**src/rtl/nes_joypad.sv**
```systemverilog
// nes_joypad: two-port NES controller serializer with per-button synchronizer and debounce.
// Optional A/B turbo is built only when JOYPAD_TURBO_EN is defined.
module nes_joypad #(
  parameter int unsigned DEBOUNCE_CYCLES = 17897,
  parameter int unsigned TURBO_FRAMES    = 2
) (
  input  logic       clk_cpu,
  input  logic       rst_cpun,
  input  logic [7:0] btn_p1,
  input  logic [7:0] btn_p2,
  input  logic [1:0] pad_present,
  input  logic [3:0] turbo,
  input  logic       vblank,
  input  logic       ctrl_out,
  input  logic [1:0] ctrl_strobe,
  output logic [1:0] ctrl_data
);

  localparam int unsigned NBTN  = 16;
  localparam int unsigned CNT_W = $clog2(DEBOUNCE_CYCLES + 1);
  localparam logic [CNT_W-1:0] CNT_MAX = CNT_W'(DEBOUNCE_CYCLES - 1);

  // Reset asserts asynchronously and releases two clk_cpu edges later.
  logic [1:0] rst_sync;
  logic       rst_n;

  always_ff @(posedge clk_cpu or negedge rst_cpun) begin
    if (!rst_cpun) rst_sync <= 2'b00;
    else           rst_sync <= {rst_sync[0], 1'b1};
  end

  assign rst_n = rst_sync[1];

  // Two-flop synchronizer on all raw buttons, port 2 in the upper byte.
  logic [NBTN-1:0] btn_raw;
  logic [NBTN-1:0] btn_s1;
  logic [NBTN-1:0] btn_s2;
  logic [NBTN-1:0] btn_deb;
  logic [NBTN-1:0] btn_eff;

  assign btn_raw = {btn_p2, btn_p1};

  always_ff @(posedge clk_cpu or negedge rst_n) begin
    if (!rst_n) begin
      btn_s1 <= '0;
      btn_s2 <= '0;
    end else begin
      btn_s1 <= btn_raw;
      btn_s2 <= btn_s1;
    end
  end

  // Per-button debounce: value follows only after DEBOUNCE_CYCLES consecutive differing cycles.
  for (genvar g = 0; g < NBTN; g++) begin : g_deb
    logic [CNT_W-1:0] cnt;
    logic             deb;

    always_ff @(posedge clk_cpu or negedge rst_n) begin
      if (!rst_n) begin
        cnt <= '0;
        deb <= 1'b0;
      end else if (btn_s2[g] == deb) begin
        cnt <= '0;
      end else if (cnt == CNT_MAX) begin
        cnt <= '0;
        deb <= btn_s2[g];
      end else begin
        cnt <= cnt + CNT_W'(1);
      end
    end

    assign btn_deb[g] = deb;
  end

`ifdef JOYPAD_TURBO_EN
  localparam int unsigned FRM_W = $clog2(TURBO_FRAMES + 1);
  localparam logic [FRM_W-1:0] FRM_TOP = FRM_W'(TURBO_FRAMES);

  logic             vblank_q;
  logic             vblank_rise;
  logic             turbo_phase;
  logic [FRM_W-1:0] frame_cnt;
  logic [FRM_W-1:0] frame_nxt;
  logic [NBTN-1:0]  turbo_mask;

  assign vblank_rise = vblank & ~vblank_q;
  assign frame_nxt   = frame_cnt + FRM_W'(1);

  // Phase flips every TURBO_FRAMES vblank rising edges.
  always_ff @(posedge clk_cpu or negedge rst_n) begin
    if (!rst_n) begin
      vblank_q    <= 1'b0;
      frame_cnt   <= '0;
      turbo_phase <= 1'b0;
    end else begin
      vblank_q <= vblank;
      if (vblank_rise) begin
        if (frame_nxt == FRM_TOP) begin
          frame_cnt   <= '0;
          turbo_phase <= ~turbo_phase;
        end else begin
          frame_cnt <= frame_nxt;
        end
      end
    end
  end

  // Turbo bits map onto B/A of each port: {p2B,p2A,p1B,p1A}.
  assign turbo_mask = {6'b000000, turbo[3:2], 6'b000000, turbo[1:0]};
  assign btn_eff    = btn_deb & ~(turbo_mask & {NBTN{~turbo_phase}});
`else
  logic unused_turbo;
  assign unused_turbo = ^{turbo, vblank, TURBO_FRAMES[0]};
  assign btn_eff      = btn_deb;
`endif

  // Shift registers: reload wins over strobe; shifting fills with 1s from the top.
  logic [7:0] sr_p1;
  logic [7:0] sr_p2;

  always_ff @(posedge clk_cpu or negedge rst_n) begin
    if (!rst_n) begin
      sr_p1 <= 8'h00;
      sr_p2 <= 8'h00;
    end else if (ctrl_out) begin
      sr_p1 <= btn_eff[7:0];
      sr_p2 <= btn_eff[15:8];
    end else begin
      if (ctrl_strobe[0]) sr_p1 <= {1'b1, sr_p1[7:1]};
      if (ctrl_strobe[1]) sr_p2 <= {1'b1, sr_p2[7:1]};
    end
  end

  assign ctrl_data = {sr_p2[0] & pad_present[1], sr_p1[0] & pad_present[0]};

endmodule

```
**config.mk**
```make
export PLATFORM = sky130hd
export DESIGN_NAME = nes_joypad
export DESIGN_NICKNAME = d
export VERILOG_FILES = /design/src/rtl/nes_joypad.sv
export SDC_FILE = /design/constraint.sdc
export NUM_CORES = 1
export LEC_CHECK = 0
export CAP_MARGIN = 20
export CORE_MARGIN = 5
export CORE_UTILIZATION = 60
export DETAILED_ROUTE_END_ITERATION = 6
export HOLD_SLACK_MARGIN = 0.06
export PLACE_DENSITY = 0.77
export SETUP_SLACK_MARGIN = 0.05
export SYNTH_ARGS = -nofsm -noshare
export SYNTH_HDL_FRONTEND = slang
export SYNTH_SLANG_ARGS = --single-unit
```
**constraint.sdc**
```tcl
create_clock -name clk_cpu -period 13.4 [get_ports clk_cpu]
set_clock_uncertainty 0.1 [all_clocks]
set_input_delay 2.68 -clock clk_cpu [delete_from_list [all_inputs] [get_ports clk_cpu]]
set_output_delay 2.68 -clock clk_cpu [all_outputs]
set_load 0.005 [all_outputs]
```
# Word-level counts from Yosys, hierarchy flattened
# Index checks and enable logic that the tools add are counted.
# word_totals
wordCells	157
inputBits	28
output_inout_bits	2
reg_bits	306
# classes
n_mux	36
eq_ne	32
n_bitwise	18
reduce_logical	18
add_sub_neg	16
# ops
cell	n
$mux W15	32
$add A15 B1 Y15 const B	16
$eq A15 B15 Y1 const B	16
$mux W8	4
$reduce_and A2 Y1	16
$eq A1 B1 Y1	16
$not A1 Y1	16
$reduce_bool A2 Y1	2
$and A1 B1 Y1	2

# Longest topological paths before layout
# depth
depth_word	3
mapped_depth	7

# Least setup slack after synthesis
# OpenSTA, ideal clock, no wires.
# synth_path
kind	input port to output port
from	in pad_present[0]
to	out ctrl_data[0]
setup_slack_ns	7.815
cell_stages	1
arrival_time_ns	2.805
cell_sequence	and2_1
# synth_via
elab_chain_cells	1
# synth_rtl
item	line_no	text
start, declared	11	input logic [1:0] pad_present,
$and A1 B1 Y1	134	assign ctrl_data = {sr_p2[0] & pad_present[1], sr_p1[0] & pad_present[0]};
end, declared	16	output logic [1:0] ctrl_data
# No other way between the ends.

# Final worst setup path
# layout_path
from	in pad_present[1]
to	out ctrl_data[1]
# The elaborated chain is that of the path after synthesis.

==> results.md <==
- Synth cell types: 39
- Yosys top cell by area: dfrtp_1
- DP Wirelength: 16.3 mm
- Synth warn: 0
- Vias in the first global route: 9,617
- Drt wl/cell: 14.3 um
- Final Routed Wirelength: 25.3 mm
- Layout area overhead: 12.5%
- Worst slew margin: 40.4%
- Main combinational cell family by area after synthesis: simple AND/OR/NAND/NOR gates
- Post-layout power: 0.00202 W
- CTS Buf Count: 35
- Largest net degree at the start of global routing: 171
- CTS root buffer: clkbuf_16
- Worst path arrival time: 3.76 ns
- Die Wd: 165 um
- Synth top area cells: dfrtp_1 53%, xnor2_1 8.4%, nor2_1 6.3%
- Synth Cell Area: 0.0143 mm2
- Critical Setup Path Class: input port to primary output
- Synth Area per Inst: 10.3 um2
- Resized cells post-CTS: 0
- DRT antenna net count: 0
- IO Port Bufs: 24
- Fraction of the cycle the final worst path needs: 48.8%
- Clock tree sinks: 306
- Power Internal: 0.00160 W
- Multi-input gate area: 0.00632 mm2
- Setup TNS Final: 0 ns
- Post-synthesis mux area share: 2.31%
- Die Y: 165 um
- Final Max Slew Viols: 0
- Maxcap violations: 0
- All-layer global routing usage: 19.6%
- Req. time, crit path: 10.62 ns
- Grt ovf: 0
- First-pass GRT wire length: 44.9 mm
- Psw: 0.000428 W
- Slowest cell on crit path: clkdlybuf4s50_1
- Post-CTS Hold Fix Bufs: 0
- H-tree depth: 2
- Synth async-reset ratio: 100%
- Syn Nets: 1,455
- Synth Flop Type: dfrtp_1
- Top cell type's share of synthesized area: 53.4%
- Ant. Diodes: 0
- Synth Area in Compound Gates: 1.43%
- Final RePlAce weighted congestion: 0.850
- Comb power frac: 3.4%
- CP delay by family, top: buffers and inverters
- Core ar.: 0.0235 mm2
- Fill cells: 1,740
- VDD IR max: 110 uV
- Drt pass-1 iters: 4
- Clock power share: 48.9%
- Reg power frac: 47.7%
- Count leader, synth: dfrtp_1
- Via/cell ratio: 5.53
- Detailed-route via count: 9,829
- WP buf/inv: 2
- Worst Tran Pin Value: 0.895 ns
- Seq/Total Area, Yosys: 53.4%
- TritonCTS clock tree: built
- Setup bufs post-CTS: 0
- Tightest Hold Check Type: flop to flop
- Max Fanout on Critical Path: 1
- Setup-failing EPs final: 0
- Most used cell, CP: clkdlybuf4s50_1
- EDFF count, synth: 0
- CP max stage delay: 0.50 ns
- Worst Setup End Kind: primary output
- Minimum clock period after layout: 6.54 ns
- Syn Inst Count: 1,395
- Initial antenna violation count: 0
- # DRC: 0
- Starting density of the core: 61.0%
- Std-Cell Rows: 56
- Fin. Hold Viols: 0
- Seq cells post-synth: 306
- Synth Area in Adders: 2.79%
- Layout cell share with drive strength beyond 1: 6.17%
- Die area: 0.0271 mm2
- CTS clk-pin slew, worst paths: 0.05 ns
- Skew-Pair Late Insertion Delay: 0.50 ns
- Simple-Gate Fraction of Synth Area: 24.5%
- Static Leak: 6.78 nW
- Switch share: 21.1%
- Pwr Density: 126 mW/mm2
- Area taken by flip-flops and latches: 0.00766 mm2
- Cells along the critical path: clkdlybuf4s50_1 > and2_1 > clkdlybuf4s50_1
- Final net count: 1,494
- Initial DRC count: 561
- RSZ-0062 raised after global routing: false
- Clock Tree Buf Depth: 3
- Fmax achieved: 153 MHz
- Crit path launch type: input port
- Status: finished clean
- Synth Area in XOR/XNOR: 13.0%
- Num ports: 30
- Synth top cells by count: 306 x dfrtp_1, 241 x nor2_1, 137 x xnor2_1
## routing by layer
metal	vias to the layer above	global-route usage [%]	wire, um
li1	4846	-	-
met1	4799	27.6	11800
met2	141	32.0	12200
met3	43	2.99	803
met4	0	5.56	503
met5	-	0	0
## final timing paths
kind,from,end,slack (ns),depth (start not counted)
setup / recovery,pad_present[1],ctrl_data[1],6.86,3
hold / removal,btn_s1[6],btn_s2[6],0.25,0
setup reg to reg,g_deb[4].cnt[0],g_deb[4].cnt[4],11.17,6
hold reg to reg,btn_s1[6],btn_s2[6],0.25,0
max in group asynchronous,rst_cpun,rst_sync[1],10.82,1
min in group asynchronous,rst_sync[1],btn_s1[2],0.38,0
## registers in the layout, summed over array words and instances, names as in the netlist
name / cells
btn_s1: 16
rst_sync: 2
btn_s2: 16
g_deb.deb: 16
g_deb.cnt: 240
sr_p1: 8
sr_p2: 8
## power by group through the flow
stage	logic, W	registers (W)	clock network [W]
4_1_cts	0.0000692	0.000966	0.00101
6_report	0.0000681	0.000966	0.000991
3_3_place_gp	0.0000653	0.000981	0
3_5_place_dp	0.0000680	0.000982	0
2_1_floorplan	0.0000392	0.000986	0
5_1_grt	0.0000794	0.000969	0.00106
## cells by family after synthesis
kind of cell,count (synthesis)
AOI/OAI and AO/OA,38
xor gates and xnor gates,213
adders and majority gates,32
buffers and inverters,86
DFF,306
muxes,30
other,1
and+or+nand+nor,689
## metrics by stage
step	utilization [%]	cells	instance area (um2)	setup slack, ns	hold WS (ns)
floorplan	-	1395	14300	4.14	0.231
global placement	63.4	1715	14900	6.87	0.234
detailed placement	63.4	1715	14900	6.86	0.235
CTS	68.5	1776	16100	6.86	0.247
global route	68.6	1777	16100	6.83	0.256
finish	68.6	1777	16100	6.86	0.247
## cell usage in the layout, fill, tap and decap left out, drive strengths merged, types with 2 or more instances in the layout
cell,instances
a21oi,11
clkinv,10
nor4b,3
and4,13
or4,13
nor3b,11
clkbuf,44
mux2i,14
bufinv,6
nand2,93
nand4,67
nand4b,2
nor4,31
xnor2,137
nand3,83
and3,29
dfrtp,306
nor4bb,20
or4bb,2
ha,32
nor2,241
mux2,16
xor2,76
or3,6
o31ai,6
o21ai,21
inv,61
nor3,54
or2,8
and2,6
clkdlybuf4s50,24
or4b,5
buf,3
## worst reg2reg max path, cell delays in order (launching register included)
cell     delay, ns
dfrtp_1       0.42
inv_1         0.08
ha_1          0.15
or4bb_1       0.47
or4_4         0.55
nand2_2       0.25
nor2_1        0.09
## cell type report
class,instances,area share [%]
multi-input combinational,1003,39.2
clock inverter,17,1.48
timing repair buffer,27,1.83
clock buffer,44,6.03
tap,319,2.48
sequential,306,47.5
inverter,61,1.42
No activity file was read; power rests on OpenSTA's default activity.
